File: src/rtl/uart_pkg.sv
// Shared constants and types for the memory-mapped UART transmitter.
package uart_pkg;

   // Word offsets selected by address[3:2]
   localparam logic [1:0] RegTxData = 2'd0;
   localparam logic [1:0] RegStatus = 2'd1;
   localparam logic [1:0] RegCtrl   = 2'd2;
   localparam logic [1:0] RegRsvd   = 2'd3;

   localparam int unsigned StatusBusyBit  = 0;
   localparam int unsigned StatusFullBit  = 1;
   localparam int unsigned StatusEmptyBit = 2;
   localparam int unsigned StatusOvfBit   = 3;
   localparam int unsigned StatusCountLsb = 8;

   localparam int unsigned CtrlTxEnBit   = 0;
   localparam int unsigned CtrlIrqEnBit  = 1;
   localparam int unsigned CtrlOvfClrBit = 2;

   typedef enum logic [1:0] {StIdle, StStart, StData, StStop} tx_state_e;

endpackage

File: src/rtl/uart_tx_mmio_if.sv
// Core-side bus of the UART transmitter: strobes, address, store data and read return.
interface uart_tx_mmio_if;
   logic [31:0] address;
   logic [31:0] data_in;
   logic        r_en;
   logic        w_en;
   logic        hit;
   logic [31:0] rd_data;

   modport master (output address, data_in, r_en, w_en, input hit, rd_data);
   modport slave  (input address, data_in, r_en, w_en, output hit, rd_data);
endinterface

File: src/rtl/uart_fifo.sv
// Synchronous FIFO with combinational head; a push into a full FIFO succeeds only alongside a pop.
module uart_fifo #(
   parameter int unsigned DEPTH = 8,
   parameter int unsigned WIDTH = 8
) (
   input  logic                   clk_in,
   input  logic                   rst_in,
   input  logic                   push,
   input  logic                   pop,
   input  logic [WIDTH-1:0]       din,
   output logic [WIDTH-1:0]       dout,
   output logic                   full,
   output logic                   empty,
   output logic [$clog2(DEPTH):0] count
);
   localparam int unsigned AW = $clog2(DEPTH);
   localparam int unsigned CW = AW + 1;
   localparam logic [AW-1:0] PtrMask = AW'(DEPTH - 1);

   logic [WIDTH-1:0] mem_q [DEPTH];
   logic [AW-1:0]    wr_ptr_q, rd_ptr_q;
   logic [CW-1:0]    count_q;
   logic             do_push, do_pop;

   assign empty   = (count_q == '0);
   assign full    = (count_q == CW'(DEPTH));
   assign count   = count_q;
   assign dout    = mem_q[rd_ptr_q];
   assign do_pop  = pop && !empty;
   assign do_push = push && (!full || do_pop);

   always_ff @(posedge clk_in) begin
      if (rst_in) begin
         wr_ptr_q <= '0;
         rd_ptr_q <= '0;
         count_q  <= '0;
      end else begin
         if (do_push) wr_ptr_q <= (wr_ptr_q + AW'(1)) & PtrMask;
         if (do_pop)  rd_ptr_q <= (rd_ptr_q + AW'(1)) & PtrMask;
         case ({do_push, do_pop})
            2'b10:   count_q <= count_q + CW'(1);
            2'b01:   count_q <= count_q - CW'(1);
            default: count_q <= count_q;
         endcase
      end
   end

   always_ff @(posedge clk_in) begin
      if (do_push) mem_q[wr_ptr_q] <= din;
   end

endmodule

File: src/rtl/uart_tx_mmio.sv
// Memory-mapped 8N1 UART transmitter: bus decode, CTRL/overflow registers, baud counter, TX FSM.
module uart_tx_mmio
   import uart_pkg::*;
#(
   parameter logic [31:0] BASE_ADDR  = 32'h1000_0000,
   parameter int unsigned CLK_DIV    = 868,
   parameter int unsigned FIFO_DEPTH = 8
) (
   input  logic          clk_in,
   input  logic          rst_in,
   uart_tx_mmio_if.slave bus,
   output logic          tx,
   output logic          irq
);
   localparam int unsigned BW = $clog2(CLK_DIV);
   localparam int unsigned CW = $clog2(FIFO_DEPTH) + 1;

   tx_state_e     state_q, state_d;
   logic [BW-1:0] baud_q, baud_d;
   logic [2:0]    bit_cnt_q, bit_cnt_d;
   logic [7:0]    shreg_q, shreg_d;
   logic          tx_q, tx_d, irq_q, irq_d;
   logic          tx_en_q, irq_en_q, ovf_q;

   logic [1:0]    sel;
   logic          wr_hit, rd_hit, push, pop, ctrl_wr, baud_end, start_ok;
   logic [7:0]    fifo_dout;
   logic          fifo_full, fifo_empty;
   logic [CW-1:0] fifo_count;
   logic [31:0]   rd_data;
   logic          unused_bits;

   assign bus.hit     = (bus.address[31:4] == BASE_ADDR[31:4]);
   assign sel         = bus.address[3:2];
   assign wr_hit      = bus.w_en && bus.hit;
   assign rd_hit      = bus.r_en && bus.hit;
   assign push        = wr_hit && (sel == RegTxData);
   assign ctrl_wr     = wr_hit && (sel == RegCtrl);
   assign baud_end    = (baud_q == BW'(CLK_DIV - 1));
   assign start_ok    = tx_en_q && !fifo_empty;
   assign irq_d       = irq_en_q && fifo_empty && (state_q == StIdle);
   assign tx          = tx_q;
   assign irq         = irq_q;
   assign bus.rd_data = rd_data;
   assign unused_bits = ^{bus.address[1:0], bus.data_in[31:8]};

   uart_fifo #(
      .DEPTH (FIFO_DEPTH),
      .WIDTH (8)
   ) u_fifo (
      .clk_in (clk_in),
      .rst_in (rst_in),
      .push   (push),
      .pop    (pop),
      .din    (bus.data_in[7:0]),
      .dout   (fifo_dout),
      .full   (fifo_full),
      .empty  (fifo_empty),
      .count  (fifo_count)
   );

   always_ff @(posedge clk_in) begin
      if (rst_in) state_q <= StIdle;
      else        state_q <= state_d;
   end

   always_comb begin
      state_d = state_q;
      unique case (state_q)
         StIdle:  if (start_ok) state_d = StStart;
         StStart: if (baud_end) state_d = StData;
         StData:  if (baud_end && bit_cnt_q == 3'd7) state_d = StStop;
         StStop:  if (baud_end) state_d = start_ok ? StStart : StIdle;
         default: state_d = StIdle;
      endcase
   end

   // tx is registered from the next state so the line changes on the same edge as the state.
   always_comb begin
      pop       = 1'b0;
      shreg_d   = shreg_q;
      bit_cnt_d = bit_cnt_q;
      baud_d    = (state_q == StIdle || baud_end) ? '0 : baud_q + BW'(1);
      if (state_d == StStart && (state_q == StIdle || state_q == StStop)) begin
         pop       = 1'b1;
         shreg_d   = fifo_dout;
         bit_cnt_d = '0;
      end
      if (state_q == StData && baud_end) begin
         shreg_d   = shreg_q >> 1;
         bit_cnt_d = bit_cnt_q + 3'd1;
      end
      unique case (state_d)
         StStart: tx_d = 1'b0;
         StData:  tx_d = shreg_d[0];
         default: tx_d = 1'b1;
      endcase
   end

   always_ff @(posedge clk_in) begin
      if (rst_in) begin
         baud_q    <= '0;
         bit_cnt_q <= '0;
         shreg_q   <= '0;
         tx_q      <= 1'b1;
         irq_q     <= 1'b0;
         tx_en_q   <= 1'b1;
         irq_en_q  <= 1'b0;
         ovf_q     <= 1'b0;
      end else begin
         baud_q    <= baud_d;
         bit_cnt_q <= bit_cnt_d;
         shreg_q   <= shreg_d;
         tx_q      <= tx_d;
         irq_q     <= irq_d;
         if (ctrl_wr) begin
            tx_en_q  <= bus.data_in[CtrlTxEnBit];
            irq_en_q <= bus.data_in[CtrlIrqEnBit];
         end
         if (push && fifo_full && !pop)                  ovf_q <= 1'b1;
         else if (ctrl_wr && bus.data_in[CtrlOvfClrBit]) ovf_q <= 1'b0;
      end
   end

   always_comb begin
      rd_data = '0;
      if (rd_hit) begin
         case (sel)
            RegStatus: begin
               rd_data[StatusBusyBit]        = (state_q != StIdle);
               rd_data[StatusFullBit]        = fifo_full;
               rd_data[StatusEmptyBit]       = fifo_empty;
               rd_data[StatusOvfBit]         = ovf_q;
               rd_data[StatusCountLsb +: 8]  = 8'(fifo_count);
            end
            RegCtrl: begin
               rd_data[CtrlTxEnBit]  = tx_en_q;
               rd_data[CtrlIrqEnBit] = irq_en_q;
            end
            default: rd_data = '0;
         endcase
      end
   end

endmodule
File: src/flat_wrapper.sv
// flat-port wrapper written by rule: the top's interface ports become plain ports
module uart_tx_mmio_flat import uart_pkg::*;
#(
   parameter logic [31:0] BASE_ADDR  = 32'h1000_0000,
   parameter int unsigned CLK_DIV    = 868,
   parameter int unsigned FIFO_DEPTH = 8
)
  (clk_in, rst_in, tx, irq, bus_address, bus_data_in, bus_r_en, bus_w_en, bus_hit, bus_rd_data);
  uart_tx_mmio_if bus_i ();
  input  logic clk_in;
  input  logic rst_in;
  output logic tx;
  output logic irq;
  input wire logic [$bits(bus_i.address)-1:0] bus_address;
  input wire logic [$bits(bus_i.data_in)-1:0] bus_data_in;
  input wire logic [$bits(bus_i.r_en)-1:0] bus_r_en;
  input wire logic [$bits(bus_i.w_en)-1:0] bus_w_en;
  output wire logic [$bits(bus_i.hit)-1:0] bus_hit;
  output wire logic [$bits(bus_i.rd_data)-1:0] bus_rd_data;
  assign bus_i.address = bus_address;
  assign bus_i.data_in = bus_data_in;
  assign bus_i.r_en = bus_r_en;
  assign bus_i.w_en = bus_w_en;
  assign bus_hit = bus_i.hit;
  assign bus_rd_data = bus_i.rd_data;
  uart_tx_mmio #(.BASE_ADDR(BASE_ADDR), .CLK_DIV(CLK_DIV), .FIFO_DEPTH(FIFO_DEPTH)) u_core (.clk_in(clk_in), .rst_in(rst_in), .bus(bus_i), .tx(tx), .irq(irq));
endmodule
File: config.mk
export PLATFORM = sky130hd
export DESIGN_NAME = uart_tx_mmio_flat
export DESIGN_NICKNAME = d
export VERILOG_FILES = /design/src/rtl/uart_pkg.sv /design/src/rtl/uart_tx_mmio_if.sv /design/src/rtl/uart_fifo.sv /design/src/rtl/uart_tx_mmio.sv /design/src/flat_wrapper.sv
export SDC_FILE = /design/constraint.sdc
export NUM_CORES = 1
export LEC_CHECK = 0
export BUFFER_PORTS_ARGS = -buffer_cell sky130_fd_sc_hd__buf_2
export CAP_MARGIN = 20
export CELL_PAD_IN_SITES_DETAIL_PLACEMENT = 0
export CELL_PAD_IN_SITES_GLOBAL_PLACEMENT = 1
export CORE_UTILIZATION = 44
export CTS_CLUSTER_DIAMETER = 60
export DETAILED_ROUTE_END_ITERATION = 12
export PLACE_DENSITY = 0.8
export SETUP_SLACK_MARGIN = 0.4
export SLEW_MARGIN = 20
export SYNTH_ARGS = -nofsm -noshare
export SYNTH_HDL_FRONTEND = slang
export SYNTH_HIERARCHICAL = 1
export SYNTH_SLANG_ARGS = --single-unit
File: constraint.sdc
create_clock -name clk_in -period 4 [get_ports clk_in]
set_input_delay 1.2 -clock clk_in [delete_from_list [all_inputs] [get_ports clk_in]]
set_output_delay 1.2 -clock clk_in [all_outputs]
set_load 0.01 [all_outputs]
### Word level (Yosys, flattened, before mapping)

Memories as Yosys holds them, arrays and structs flattened. A register that Yosys moved wholly into a read port is not among the register bits.
Index checks and enable logic that the tools add are counted.

* RAM bits: 64
* bits in registers: 38
* output and inout port bits: 35
* memories: 1

* mux-type cells: 23
* add/sub/neg operators: 6
* equality and inequality tests: 13
* reductions and logical operators: 30

Memories
* u_core.u_fifo.mem_q: words 8, bits a word 8, rd ports 1, clocked after memory_dff 1, write ports 1, line uart_fifo.sv:20 `logic [WIDTH-1:0] mem_q [DEPTH];`

Operators by type and width (count)
* 28-bit by 25-bit equality test with 1-bit output (second input constant): 1
* 16-bit two-way mux: 1
* 1-bit logical AND: 15
* 7-bit two-way mux: 2
* 3-bit two-way mux: 4
* 10-bit by 1-bit adder with 10-bit output (second input constant): 1
* 10-bit equality test (second input constant): 1
* 2-bit equality test (second input constant): 5
* 2-bit two-way mux: 5
* 3-bit by 1-bit adder with 3-bit output (second input constant): 3
* 2-bit by 1-bit equality test with 1-bit output (second input constant): 4
* 2-bit one-hot mux with 4 select lines: 1
* 4-bit one-hot mux with 2 select lines: 1
* 2-bit nonzero test: 4
* 1-bit two-way mux: 6
* 4-bit by 1-bit adder with 4-bit output (second input constant): 1
* 4-bit equality test (second input constant): 1
* 2-bit logical NOT: 2
* 4-bit logical NOT: 1
* 4-bit two-way mux: 1
* 2-bit one-hot mux with 2 select lines: 1
* 2-bit OR reduction: 2
* 4-bit by 1-bit subtractor with 4-bit output (second input constant): 1
* 3-bit equality test (second input constant): 1
* 3 further kinds: 7

### Logic depth before layout (Yosys ltp)

* word-level depth: 14
* mapped depth: 17
* depth with buffers taken out: 15

### By module

Netlist, hierarchy kept.

Modules (own cells, without submodules)
* uart_fifo: area an instance 3203.1 um^2, instances 1, cells an instance 176, sequential area each 2182.1 um^2
* uart_tx_mmio: area an instance 1828.0 um^2, instances 1, cells an instance 211, sequential area each 560.5 um^2

### Worst setup path before layout

No wires, ideal clock.

* kind: in2reg
* from: input bus_address[14]
* to: memory u_core.u_fifo.mem_q[0][0], enable pin
* arrival: 3.121 ns
* cell stages on the path: 6
* data required time: 3.605 ns
* path slack: 0.484 ns
* setup time: 0.395 ns
* path through: nor4_1 > nand4_1 > nor3_1 > buf_2 > o21ai_4 > nor4_1

* word-level cells in the longest chain between the ends: 6

Ends and longest elaborated chain
* start, declared: line flat_wrapper.sv:14 `input wire logic [$bits(bus_i.address)-1:0] bus_address;`
* 28-bit by 25-bit equality test with 1-bit output: line uart_tx_mmio.sv:33 `assign bus.hit = (bus.address[31:4] == BASE_ADDR[31:4]);`
* 1-bit logical AND: line uart_tx_mmio.sv:35 `assign wr_hit = bus.w_en && bus.hit;`
* 1-bit logical AND: line uart_tx_mmio.sv:37 `assign push = wr_hit && (sel == RegTxData);`
* net u_core.push: line uart_tx_mmio.sv:26 `logic wr_hit, rd_hit, push, pop, ctrl_wr, baud_end, start_ok;`
* 1-bit logical AND: line uart_fifo.sv:30 `assign do_push = push && (!full || do_pop);`
* 1-bit two-way mux: line uart_fifo.sv:49 `if (do_push) mem_q[wr_ptr_q] <= din;`
* 1-bit two-way mux (not written as such): line uart_fifo.sv:49
* end, declared: line uart_fifo.sv:20

The timed path passes the listed nets, and every way through them passes these cells.

### Worst setup path after layout

* from: input bus_address[20]
* to: output bus_rd_data[8]

* word-level cells in the longest chain between the ends: 3

Ends and longest elaborated chain
* 28-bit by 25-bit equality test with 1-bit output: line uart_tx_mmio.sv:33
* 1-bit logical AND: line uart_tx_mmio.sv:36 `assign rd_hit = bus.r_en && bus.hit;`
* 16-bit two-way mux: line uart_tx_mmio.sv:127 `if (rd_hit) begin`
* end, declared: line flat_wrapper.sv:19 `output wire logic [$bits(bus_i.rd_data)-1:0] bus_rd_data;`

No other way between the ends.

==> flow_metrics.tcl <==
set metrics [dict create \
    antenna_found_initial 0 \
    n_antenna_cell 0 \
    synth_top_family_by_area "simple AND/OR/NAND/NOR gates" \
    wirelength_um 9380 \
    cellPowerDensity_nw_per_um2 351 \
    finalClockSkew_ps 8.10 \
    final.min_clock_period_ps 3630 \
    routed-via-count 3166 \
    drv_cap 0 \
    grt_pass1_vias 3000 \
    core_area_um2 11000 \
    yosysWarnings 6 \
    syn_area_um2 5030 \
    drc_errors 0 \
    finalWeightedCongestion 0.788 \
    area_delta_synth_final_pct 14.7 \
    max_freq_mhz 276 \
    synth-simple-area-share_pct 12.5 \
    drv_slew 0 \
    start_util_pct 45.8 \
    total_leakage_power_nw 2.07 \
    r2r_setup_slack_ps 550 \
    setup_violations 0 \
    synth_edf_count 64 \
    dp_hpwl_um 6290 \
    cp-start-kind "input pin" \
    yosysMostFrequentCell "edfxtp_1" \
    clk_pin_slew_ps 70 \
    synth_compound_area_share_pct 8.90 \
    fin_crit_sh_pct 90.7 \
    grt_max_degree 31 \
    clock-sinks 105 \
    syn_area_per_cell_um2 13.0 \
    endpoint "bus_rd_data[8]" \
    yosys.area.top_type_share_pct 38.2 \
    ys_top_cells_by_count "64 x edfxtp_1, 41 x dfxtp_1, 40 x nor2_1, 25 x buf_4, 14 x ha_1" \
    die_h_um 109 \
    syn_inst 387 \
    cp_data_required_time_ps 2800 \
    vias_per_cell 5.36 \
    yosys.area.top_type "edfxtp_1" \
    drt_iter0_drc 185 \
    worst_pin_slew_ps 1040 \
    rsz0062_at_grt "yes" \
    ys_seq_area_share_pct 54.5 \
    p_total_mw 2.02 \
    synth-adder-area-share_pct 3.88 \
    cts-root-buf "clkbuf_16" \
    hold_viol 0 \
    outcome "finished, final reports clean" \
    synth.distinct_cells 65 \
    r2r-end "u_core/u_fifo/count[3]$_SDFFE_PP0P_" \
    cts_tree "yes" \
    max_slew_margin_pct 30.4 \
    dpl_cell_area_um2 5340 \
    hp-class "flop to flop" \
    synth_xor_area_share_pct 2.61 \
    r2r_cells 15 \
    rows 38 \
    endpoint_kind "primary output" \
    final_nets 529 \
    track_usage_pct 17.0 \
    grt_pass1_wl_um 14800 \
    cts_buffers 9 \
    ctsHtreeMaxLevel 3 \
    cts_buffer_depth 2 \
    vdd_drop_max_mv 0.354 \
    num-fill-cells 950 \
    dieWidth_um 109 \
    clk_latency_ps 350 \
    ys_seq_elements 105 \
    critPathLaunch "bus_address[20]" \
    synth_area_leaders "edfxtp_1 38%, dfxtp_1 16%, mux4_1 5.2%, buf_4 3.7%, ha_1 3.5%" \
    cp.arrival_ps 2430 \
    fin_area_um2 5770 \
    dr.pass1.iters 4 \
    route.antenna.remaining_nets 0 \
    dieArea_um2 11900 \
    cp_max_fo 6 \
    num_io_pins 103 \
    final_util_pct 52.5 \
    wl_per_cell_um 15.9 \
    grt_overflow 0 \
    final.setup.tns_ps 0 \
    synth-main-ff-cell "edfxtp_1" \
    drive_above_1_share_pct 28.2 \
    r2r_start "u_core/u_fifo/count[1]$_SDFFE_PP0P_" \
    io_buffers 52 \
    ys_async_sr_fraction_pct 0 \
    muxShareOfSynthArea_pct 10.7 \
    critPathKind "input pin to primary output" \
]
power breakdown:
group	leakage, nW	switching (mW)	internal (mW)
clock	0.131	0.395	0.430
combinational	1.04	0.0345	0.0203
sequential	0.905	0.0000000000502	1.14
total	2.07	0.429	1.59
worst max-delay path, cell delays in order:
cell	delay, ps
buf_2	90
nor4_1	320
nand3_1	180
nor2_2	150
and3_4	240
and2_1	120
buf_2	120
state kept, by name, summed over array words and instances (netlist names), named ones only:
signal,count
u_core/irq,1
u_core/baud_q,10
u_core/u_fifo/count,4
u_core/ovf_q,1
u_core/u_fifo/mem_q,64
u_core/irq_en_q,1
u_core/tx,1
u_core/shreg_q,8
u_core/u_fifo/rd_ptr_q,3
u_core/state_q,2
u_core/u_fifo/wr_ptr_q,3
u_core/bit_cnt_q,3
u_core/tx_en_q,1
metal layers:
metal / vias up / track usage, % / wire [um]
met5: - / 0 / 0
met2: 63 / 28.0 / 4740
li1: 1543 / - / -
met4: 0 / 6.47 / 95
met1: 1555 / 21.1 / 4260
met3: 5 / 5.08 / 296
layout by cell type, fill, tap and decap left out, drive strengths merged, types with 4 or more instances in the layout:
cell,synthesis,routed
o31ai,10,10
a311oi,8,8
xnor2,8,8
edfxtp,64,64
mux2i,5,5
conb,1,24
a211oi,4,4
a21oi,6,6
xor2,7,7
mux4,16,16
buf,34,68
nand4,11,11
inv,10,13
nor3,9,9
nor4,7,7
and3,4,4
nor2,40,40
nand2,10,10
clkbuf,9,10
ha,14,14
mux2,8,8
and2,9,9
dfxtp,41,41
o311ai,4,4
nand2b,5,5
nand3,6,6
metrics by stage:
step	setup WS (ps)	instances	hold slack, ps
2_1_floorplan	484	410	413
4_1_cts	391	591	446
3_3_place_gp	253	571	424
5_1_grt	295	591	463
6_report	370	591	442
3_5_place_dp	212	571	434
final cells by class:
| class | instances | area [um^2] | area share [%] |
|---|---|---|---|
| flip-flops and latches | 105 | 2740 | 47.5 |
| clock inverters | 6 | 48.8 | 0.846 |
| inverters | 10 | 37.5 | 0.651 |
| clock buffers | 10 | 229 | 3.97 |
| repair buffers | 68 | 430 | 7.46 |
| well taps | 140 | 175 | 3.04 |
| multi-input cells | 252 | 2110 | 36.5 |
logic make-up after synthesis:
kind of cell / after synthesis
XOR/XNOR: 15
adder cells (fa/ha/maj): 15
other: 1
flip-flops: 105
AND/OR/NAND/NOR: 117
buffers and inverters: 53
multiplexers: 29
AO/OA/AOI/OAI: 52
worst min path at each step:
stage	end	slack (ps)	from	cells after the start
finish	u_core/baud_q[0]$_SDFF_PP0_	440	u_core/baud_q[0]$_SDFF_PP0_	1
global route	u_core/baud_q[0]$_SDFF_PP0_	460	u_core/baud_q[0]$_SDFF_PP0_	1
CTS	u_core/baud_q[0]$_SDFF_PP0_	450	u_core/baud_q[0]$_SDFF_PP0_	1
detailed placement	u_core/baud_q[0]$_SDFF_PP0_	430	u_core/baud_q[0]$_SDFF_PP0_	1
global placement	u_core/baud_q[0]$_SDFF_PP0_	420	u_core/baud_q[0]$_SDFF_PP0_	1
floorplan	u_core/baud_q[0]$_SDFF_PP0_	410	u_core/baud_q[0]$_SDFF_PP0_	1
repair_timing:
item	4_1_cts	5_1_grt
hold endpoints to repair	0	0
pin swaps	3	10
setup buffers	4	0
setup endpoints to repair	9	41
hold buffers	0	0
resized for setup	5	21
No activity file was read; power rests on OpenSTA's default activity.
